==> src/rtl/log_mult_pkg.sv <==
// Shared constants and width helper for the log-domain multiplier (log_conv / antilog_conv).
package log_mult_pkg;

    localparam int LOG_WIDTH      = 16;
    localparam int LOG_KEEP_WIDTH = 5;

    // Width of the characteristic field; a 1-bit operand still needs a 1-bit field.
    function automatic int k_w(input int width);
        return (width > 1) ? $clog2(width) : 1;
    endfunction

endpackage

==> src/rtl/leading_one_detector.sv <==
// Combinational priority encoder: position of the most significant set bit, plus an all-zero flag.
// Zero latency; no flow control.
module leading_one_detector #(
    parameter int WIDTH = 16,
    parameter int POS_W = 4
) (
    input  logic [WIDTH-1:0] data,
    output logic [POS_W-1:0] pos,
    output logic             zero
);

    // Ascending scan so the highest set bit is the last one written.
    always_comb begin
        pos = '0;
        for (int i = 0; i < WIDTH; i++) begin
            if (data[i]) begin
                pos = POS_W'(i);
            end
        end
    end

    assign zero = ~|data;

endmodule

==> src/rtl/log_conv.sv <==
// Linear-to-log converter: {k, x} = characteristic and truncated mantissa; 2-cycle latency, 1/cycle.
// Valid/ready pipeline with per-stage skid-free advance; holds up to 2 operands under backpressure.
module log_conv
    import log_mult_pkg::*;
#(
    parameter int WIDTH      = LOG_WIDTH,
    parameter int KEEP_WIDTH = LOG_KEEP_WIDTH,
    localparam int K_W       = k_w(WIDTH)
) (
    input  logic                  clk,
    input  logic                  rst_n,
    input  logic                  in_valid,
    output logic                  in_ready,
    input  logic [WIDTH-1:0]      in_data,
    output logic                  out_valid,
    input  logic                  out_ready,
    output logic [K_W-1:0]        out_k,
    output logic [KEEP_WIDTH-1:0] out_x,
    output logic                  out_zero
);

    logic [K_W-1:0]   lod_pos;
    logic             lod_zero;

    logic             s1_vld;
    logic [K_W-1:0]   s1_k;
    logic             s1_zero;
    logic [WIDTH-1:0] s1_dat;
    logic             s2_rdy;

    leading_one_detector #(
        .WIDTH (WIDTH),
        .POS_W (K_W)
    ) lod (
        .data  (in_data),
        .pos   (lod_pos),
        .zero  (lod_zero)
    );

    assign s2_rdy   = !out_valid || out_ready;
    assign in_ready = !s1_vld || s2_rdy;

    // Stage 1: leading-one position, zero flag and the raw operand.
    always_ff @(posedge clk or negedge rst_n) begin
        if (!rst_n) begin
            s1_vld  <= 1'b0;
            s1_k    <= '0;
            s1_zero <= 1'b0;
            s1_dat  <= '0;
        end else if (in_ready) begin
            s1_vld <= in_valid;
            if (in_valid) begin
                s1_k    <= lod_pos;
                s1_zero <= lod_zero;
                s1_dat  <= in_data;
            end
        end
    end

    // Stage 2: appending KEEP_WIDTH zeros then shifting right by k lands the bits just
    // below the leading one in the low KEEP_WIDTH positions, zero-filled when k is small.
    always_ff @(posedge clk or negedge rst_n) begin
        if (!rst_n) begin
            out_valid <= 1'b0;
            out_k     <= '0;
            out_x     <= '0;
            out_zero  <= 1'b0;
        end else if (s2_rdy) begin
            out_valid <= s1_vld;
            if (s1_vld) begin
                out_k    <= s1_k;
                out_zero <= s1_zero;
                out_x    <= KEEP_WIDTH'({s1_dat, {KEEP_WIDTH{1'b0}}} >> s1_k);
            end
        end
    end

endmodule
==> config.mk <==
export PLATFORM = sky130hd
export DESIGN_NAME = log_conv
export DESIGN_NICKNAME = d
export VERILOG_FILES = /design/src/rtl/log_mult_pkg.sv /design/src/rtl/leading_one_detector.sv /design/src/rtl/log_conv.sv
export SDC_FILE = /design/constraint.sdc
export NUM_CORES = 1
export LEC_CHECK = 0
export CORE_AREA = 2 2 60 62
export DETAILED_ROUTE_END_ITERATION = 12
export DIE_AREA = 0 0 62 64
export GPL_ROUTABILITY_DRIVEN = 1
export PLACE_DENSITY = 0.9
export SYNTH_ARGS = -nofsm -noshare
export SYNTH_HDL_FRONTEND = slang
export SYNTH_SLANG_ARGS = --single-unit
==> constraint.sdc <==
create_clock -name clk -period 3 [get_ports clk]
set_input_delay 0.45 -clock clk [delete_from_list [all_inputs] [get_ports clk]]
set_output_delay 0.45 -clock clk [all_outputs]
set_load 0.01 [all_outputs]
==> results.sh, run 1 <==
export IMPL_yosysWarnings=0
export IMPL_end_kind="output port"
export IMPL_cp_max_fo=4
export IMPL_required_ns=2.55
export IMPL_place_hpwl_um=2700
export IMPL_grt_overflow=0
export IMPL_regToRegStartpoint="s1_k[0]$_DFFE_PN0P_"
export IMPL_worstHoldPathCells=1
export IMPL_ys_top_cells_by_area="dfrtp_1 45%, mux2_2 8.9%, nand2_1 6.6%"
export IMPL_yosysMostFrequentCell="dfrtp_1"
export IMPL_ios=32
export IMPL_grt_usage_pct=20.7
export IMPL_rsz0062_at_grt="false"
export IMPL_grt_pass1_vias=1305
export IMPL_peakVddDrop_mv=0.267
export IMPL_drc=0
export IMPL_die_area_um2=3970
export IMPL_place_area_um2=2110
export IMPL_power_density_nw_per_um2=538
export IMPL_coreArea_um2=3280
export IMPL_start_util_pct=54.0
export IMPL_ys_ff_latch=32
export IMPL_yosysSeqAreaShare_pct=45.2
export IMPL_netlist_area_um2=1770
export IMPL_wl_per_cell_um=14.2
export IMPL_clk_pin_slew_ns=0.08
export IMPL_synth_edf_count=0
export IMPL_wl_um=3520
export IMPL_fin_nets=223
export IMPL_hold_ws_ns=0.478
export IMPL_synth_xor_area_share_pct=0
export IMPL_slowest_delay_ns=0.55
export IMPL_reg2reg_to="out_x[2]$_DFFE_PN0P_"
export IMPL_critPathKind="input port to output port"
export IMPL_finClkSkew_ns=0.00913
export IMPL_status="finished, final reports clean"
export IMPL_syn_to_final_growth_pct=21.5
export IMPL_cts_max_path_buffers=2
export IMPL_clk_latency_ns=0.33
export IMPL_crit_start="out_ready"
export IMPL_leakagePower_nw=0.950
export IMPL_die_h_um=64
export IMPL_clockRootBuffer="clkbuf_4"
export IMPL_syn_nets=192
export IMPL_design_area_um2=2150
export IMPL_synth_common_cells="32 x dfrtp_1, 31 x nand2_1, 14 x mux2_2"
export IMPL_syn_inst=172
export IMPL_synth_main_ff_cell="dfrtp_1"
export IMPL_path_cells="clkdlybuf4s50_1 > nand3b_1 > clkdlybuf4s50_1"
export IMPL_hp_class="register to register"
export IMPL_maxCapViolCount=0
export IMPL_syn_area_per_cell_um2=10.3
export IMPL_fmax_mhz=483
export IMPL_start_kind="input port"
export IMPL_maxSlewViolCount=0
export IMPL_num_rows=21
export IMPL_vias=1390
export IMPL_hold_end="out_k[2]$_DFFE_PN0P_"
export IMPL_drt_iter0_drc=66
export IMPL_slowest_stage="clkdlybuf4s50_1"
export IMPL_hold_viol=0
export IMPL_arrival_ns=1.62
export IMPL_yosys_area_share_simple_pct=16.0
export IMPL_die_w_um=62
export IMPL_grt_max_degree=33
export IMPL_tightest_slew_ns=0.729
export IMPL_antenna_cells=0
export IMPL_reg2reg_depth=5
export IMPL_firstDrtPassIters=4
export IMPL_finalCoreUtilization_pct=65.6
export IMPL_fin_crit_ns=2.07
export IMPL_yosys_area_share_adder_pct=0
export IMPL_antenna_found_initial=0
export IMPL_setup_tns_ns=0
export IMPL_grt_first_pass_wirelength_um=5950
export IMPL_clock_sinks=32
export IMPL_synthMuxAreaShare_pct=22.1
export IMPL_synth_compound_area_share_pct=13.2
export IMPL_cts_repair_resized=0
export IMPL_drive_gt1_share_pct=15.3
export IMPL_synth_top_family_by_area="multiplexers"
export IMPL_maxSlewHeadroom_pct=51.3
export IMPL_post_synth_num_cell_types=39
export IMPL_min_from="out_k[2]$_DFFE_PN0P_"
export IMPL_final_antenna_net_count=0
export IMPL_synth_top_cell_area_share_pct=45.2
export IMPL_cts_tree="done"
export IMPL_avgViaCountPerCell=5.58
export IMPL_async_reset_ff_share_pct=100
export IMPL_setup_viol=0
export IMPL_nFillCells=277
export IMPL_cts_setup_buffers=0
export IMPL_cts_htree_levels=2
export IMPL_place_congestion=0.813
export IMPL_yosysTopAreaCell="dfrtp_1"
export IMPL_cpMostUsedCell="clkdlybuf4s50_1"
export IMPL_cts_buffers=5
export IMPL_io_buffers=31
export IMPL_finalCritPeriodShare_pct=69.1
export IMPL_rrSetupSlack_ns=0.99
export IMPL_cts_hold_buf=0
## how the worst max path moves through the flow
stage | to
floorplan | out_x[3]$_DFFE_PN0P_
global placement | s1_dat[6]$_DFFE_PN0P_
detailed placement | s1_dat[5]$_DFFE_PN0P_
CTS | in_ready
global route | out_x[2]$_DFFE_PN0P_
finish | in_ready
## critical path: cells and delay by family
kind                   cells  cell delay, ns
buffers and inverters      2            1.01
AND/OR/NAND/NOR            1            0.16
## per-layer routing
layer / up-vias / part of all wire (%) / global-route usage, %
met5: - / 0 / 0
met4: 0 / 2.2 / 7.98
met3: 8 / 4.4 / 6.68
met2: 37 / 48 / 31.9
met1: 659 / 46 / 26.4
li1: 686 / - / -
## metrics by stage
| step | worst slack (ns) | instances | power, W |
|---|---|---|---|
| global placement | 0.831 | 242 | 0.000936 |
| floorplan | 1.40 | 172 | 0.000797 |
| CTS | 0.926 | 249 | 0.00117 |
| detailed placement | 0.811 | 242 | 0.000949 |
| global route | 0.831 | 249 | 0.00124 |
| finish | 0.927 | 249 | 0.00116 |
## cell type report
cell class                 count  area, um^2  share of cell area (%)
timing repair buffer          33         325                    15.1
clock inverter                 1        5.00                   0.232
sequential                    32         801                    37.2
clock buffer                   6        41.3                    1.92
tap                           46        57.6                    2.67
multi-input combinational    127         910                    42.2
inverter                       4        15.0                   0.697
## sequential cells by signal, indices dropped and copies added (netlist names)
| name | flops |
|---|---|
| s1_dat | 15 |
| out_x | 5 |
| out_k | 4 |
| s1_k | 4 |
| out_valid | 1 |
| out_zero | 1 |
| s1_vld | 1 |
| s1_zero | 1 |
## power breakdown
group / total, W / internal, W / switching, W
combinational: 0.000365 / 0.000214 / 0.000151
clock: 0.000221 / 0.0000861 / 0.000135
sequential: 0.000574 / 0.000499 / 0.0000743
total: 0.00116 / 0.000800 / 0.000360
## cells by family after synthesis
| family | count (synthesis) |
|---|---|
| and+or+nand+nor | 61 |
| muxes | 31 |
| AOI/OAI and AO/OA | 35 |
| DFF | 32 |
| buffers and inverters | 13 |
## cell usage in the layout, fill, tap and decap left out, drive strengths merged, types with 4 or more instances in the layout
cell | Yosys | routed
nand2b | 5 | 5
inv | 4 | 4
dfrtp | 32 | 32
mux4 | 5 | 5
mux2i | 11 | 11
clkbuf | 2 | 6
clkdlybuf4s50 | 0 | 31
nor2 | 9 | 9
nand2 | 32 | 32
nand3b | 4 | 4
o21ai | 10 | 10
mux2 | 15 | 15
a21oi | 8 | 8
Power figures use the tool's default switching activity.
==> inputs of run 2 (changes only) <==
--- a/config.mk
+++ b/config.mk
@@ -5,11 +5,11 @@
 export SDC_FILE = /design/constraint.sdc
 export NUM_CORES = 1
 export LEC_CHECK = 0
-export CORE_AREA = 2 2 60 62
+export CORE_AREA = 2 2 62 64
 export DETAILED_ROUTE_END_ITERATION = 12
-export DIE_AREA = 0 0 62 64
+export DIE_AREA = 0 0 64 66
 export GPL_ROUTABILITY_DRIVEN = 1
-export PLACE_DENSITY = 0.9
+export PLACE_DENSITY = 0.86
 export SYNTH_ARGS = -nofsm -noshare
 export SYNTH_HDL_FRONTEND = slang
 export SYNTH_SLANG_ARGS = --single-unit
==> constraint.sdc (replaced) <==
create_clock -name clk -period 2.15 [get_ports clk]
set_input_delay 0.3225 -clock clk [delete_from_list [all_inputs] [get_ports clk]]
set_output_delay 0.3225 -clock clk [all_outputs]
set_load 0.01 [all_outputs]
==> results.sh, run 2 (synthesized netlist as in run 1, its figures left out) <==
export IMPL_hp_class="input port to async pin"
export IMPL_hold_ws_ns=0.383
export IMPL_leakagePower_nw=0.978
export IMPL_cts_htree_levels=2
export IMPL_layout_common_cells="32 x dfrtp_1, 31 x nand2_1, 31 x clkdlybuf4s50_1, 14 x mux2_2, 11 x mux2i_1"
export IMPL_rrSetupSlack_ns=0.27
export IMPL_drive_gt1_share_pct=16.9
export IMPL_cts_tree="done"
export IMPL_finalCoreUtilization_pct=62.2
export IMPL_coreArea_um2=3550
export IMPL_arrival_ns=2.09
export IMPL_final_cells=255
export IMPL_place_congestion=0.835
export IMPL_fin_nets=226
export IMPL_wl_per_cell_um=14.2
export IMPL_final_antenna_net_count=0
export IMPL_maxSlewHeadroom_pct=56.0
export IMPL_setup_viol=0
export IMPL_cts_repair_resized=0
export IMPL_biggestRegsByFlops="s1_dat: 15 flops, out_x: 5 flops"
export IMPL_reg2reg_depth=5
export IMPL_wl_um=3610
export IMPL_maxCapViolCount=0
export IMPL_start_util_pct=49.9
export IMPL_num_rows=22
export IMPL_drc=0
export IMPL_place_hpwl_um=2770
export IMPL_start_kind="register"
export IMPL_die_h_um=66
export IMPL_maxSlewViolCount=0
export IMPL_vias=1413
export IMPL_clock_sinks=32
export IMPL_final_common_cell="dfrtp_1"
export IMPL_end_kind="register"
export IMPL_syn_to_final_growth_pct=24.6
export IMPL_grt_usage_pct=20.3
export IMPL_cts_hold_buf=0
export IMPL_ios=32
export IMPL_tightest_slew_ns=0.660
export IMPL_fin_crit_ns=1.88
export IMPL_io_buffers=31
export IMPL_grt_overflow=0
export IMPL_clockRootBuffer="clkbuf_4"
export IMPL_clk_pin_slew_ns=0.10
export IMPL_peakVddDrop_mv=0.420
export IMPL_status="finished, final reports clean"
export IMPL_rsz0062_at_grt="false"
export IMPL_cp_max_fo=17
export IMPL_antenna_cells=0
export IMPL_dpl_cell_count=247
export IMPL_die_area_um2=4220
export IMPL_cts_setup_buffers=0
export IMPL_grt_pass1_vias=1400
export IMPL_power_density_nw_per_um2=798
export IMPL_clk_latency_ns=0.33
export IMPL_avgViaCountPerCell=5.54
export IMPL_firstDrtPassIters=4
export IMPL_drt_iter0_drc=58
export IMPL_die_w_um=64
export IMPL_finClkSkew_ns=0.00760
export IMPL_fmax_mhz=532
export IMPL_finalCritPeriodShare_pct=87.4
export IMPL_hold_viol=0
export IMPL_antenna_found_initial=0
export IMPL_cts_max_path_buffers=2
export IMPL_required_ns=2.36
export IMPL_largest_register="s1_dat"
export IMPL_setup_tns_ns=0
export IMPL_grt_first_pass_wirelength_um=6490
export IMPL_largest_reg_flops=15
export IMPL_grt_max_degree=33
export IMPL_cts_buffers=5
export IMPL_critPathKind="register to register"
## run 2: cell types whose count changed in the layout (fill, tap and decap cells not counted)
cell	previous run	this run
buf_4	2	5
bufinv_16	0	1
## run 2: critical path, cell delays in order, from the launching register on
cell and delay, ns:
dfrtp_1 0.77, mux2i_1 0.33, mux2i_1 0.11, mux2_2 0.30
a21oi_1 0.17, o21ai_1 0.07
## run 2: final timing paths
check                                        endpoint                  from
worst max-delay path             out_x[4]$_DFFE_PN0P_   s1_k[3]$_DFFE_PN0P_
worst min-delay path            s1_dat[2]$_DFFE_PN0P_                 rst_n
worst max register to register   out_x[4]$_DFFE_PN0P_   s1_k[3]$_DFFE_PN0P_
worst min register to register   out_k[1]$_DFFE_PN0P_  out_k[1]$_DFFE_PN0P_
max in group asynchronous         s1_k[3]$_DFFE_PN0P_                 rst_n
min in group clk                 out_k[1]$_DFFE_PN0P_  out_k[1]$_DFFE_PN0P_
## run 2: layout make-up
class | instances | area [um^2]
fillers | 292 | 1340
multi-input cells | 127 | 910
flip-flops and latches | 32 | 801
repair buffers | 36 | 348
well taps | 48 | 60.1
clock buffers | 6 | 41.3
clock inverters | 2 | 35.0
inverters | 4 | 15.0
## run 2: power by group
group / leakage, nW / internal, W / switching (W) / total (W)
sequential: 0.376 / 0.000697 / 0.0000986 / 0.000796
combinational: 0.560 / 0.000306 / 0.000222 / 0.000528
clock: 0.0422 / 0.000244 / 0.000196 / 0.000439
## run 2: metrics by stage
stage | instance area (um^2) | worst slack, ns | power (W)
3_3_place_gp | 2130 | 0.330 | 0.00132
5_1_grt | 2210 | 0.184 | 0.00188
2_1_floorplan | 1770 | 0.546 | 0.00111
6_report | 2210 | 0.271 | 0.00176
3_5_place_dp | 2130 | 0.301 | 0.00134
4_1_cts | 2210 | 0.305 | 0.00178
## run 2: routing by layer
layer  vias to the layer above  GRT usage (%)  wire, um
li1                        692              -         -
met1                       670           25.7      1650
met2                        44           32.2      1710
met3                         7           6.13       185
met4                         0           8.70        68
met5                         -              0         0
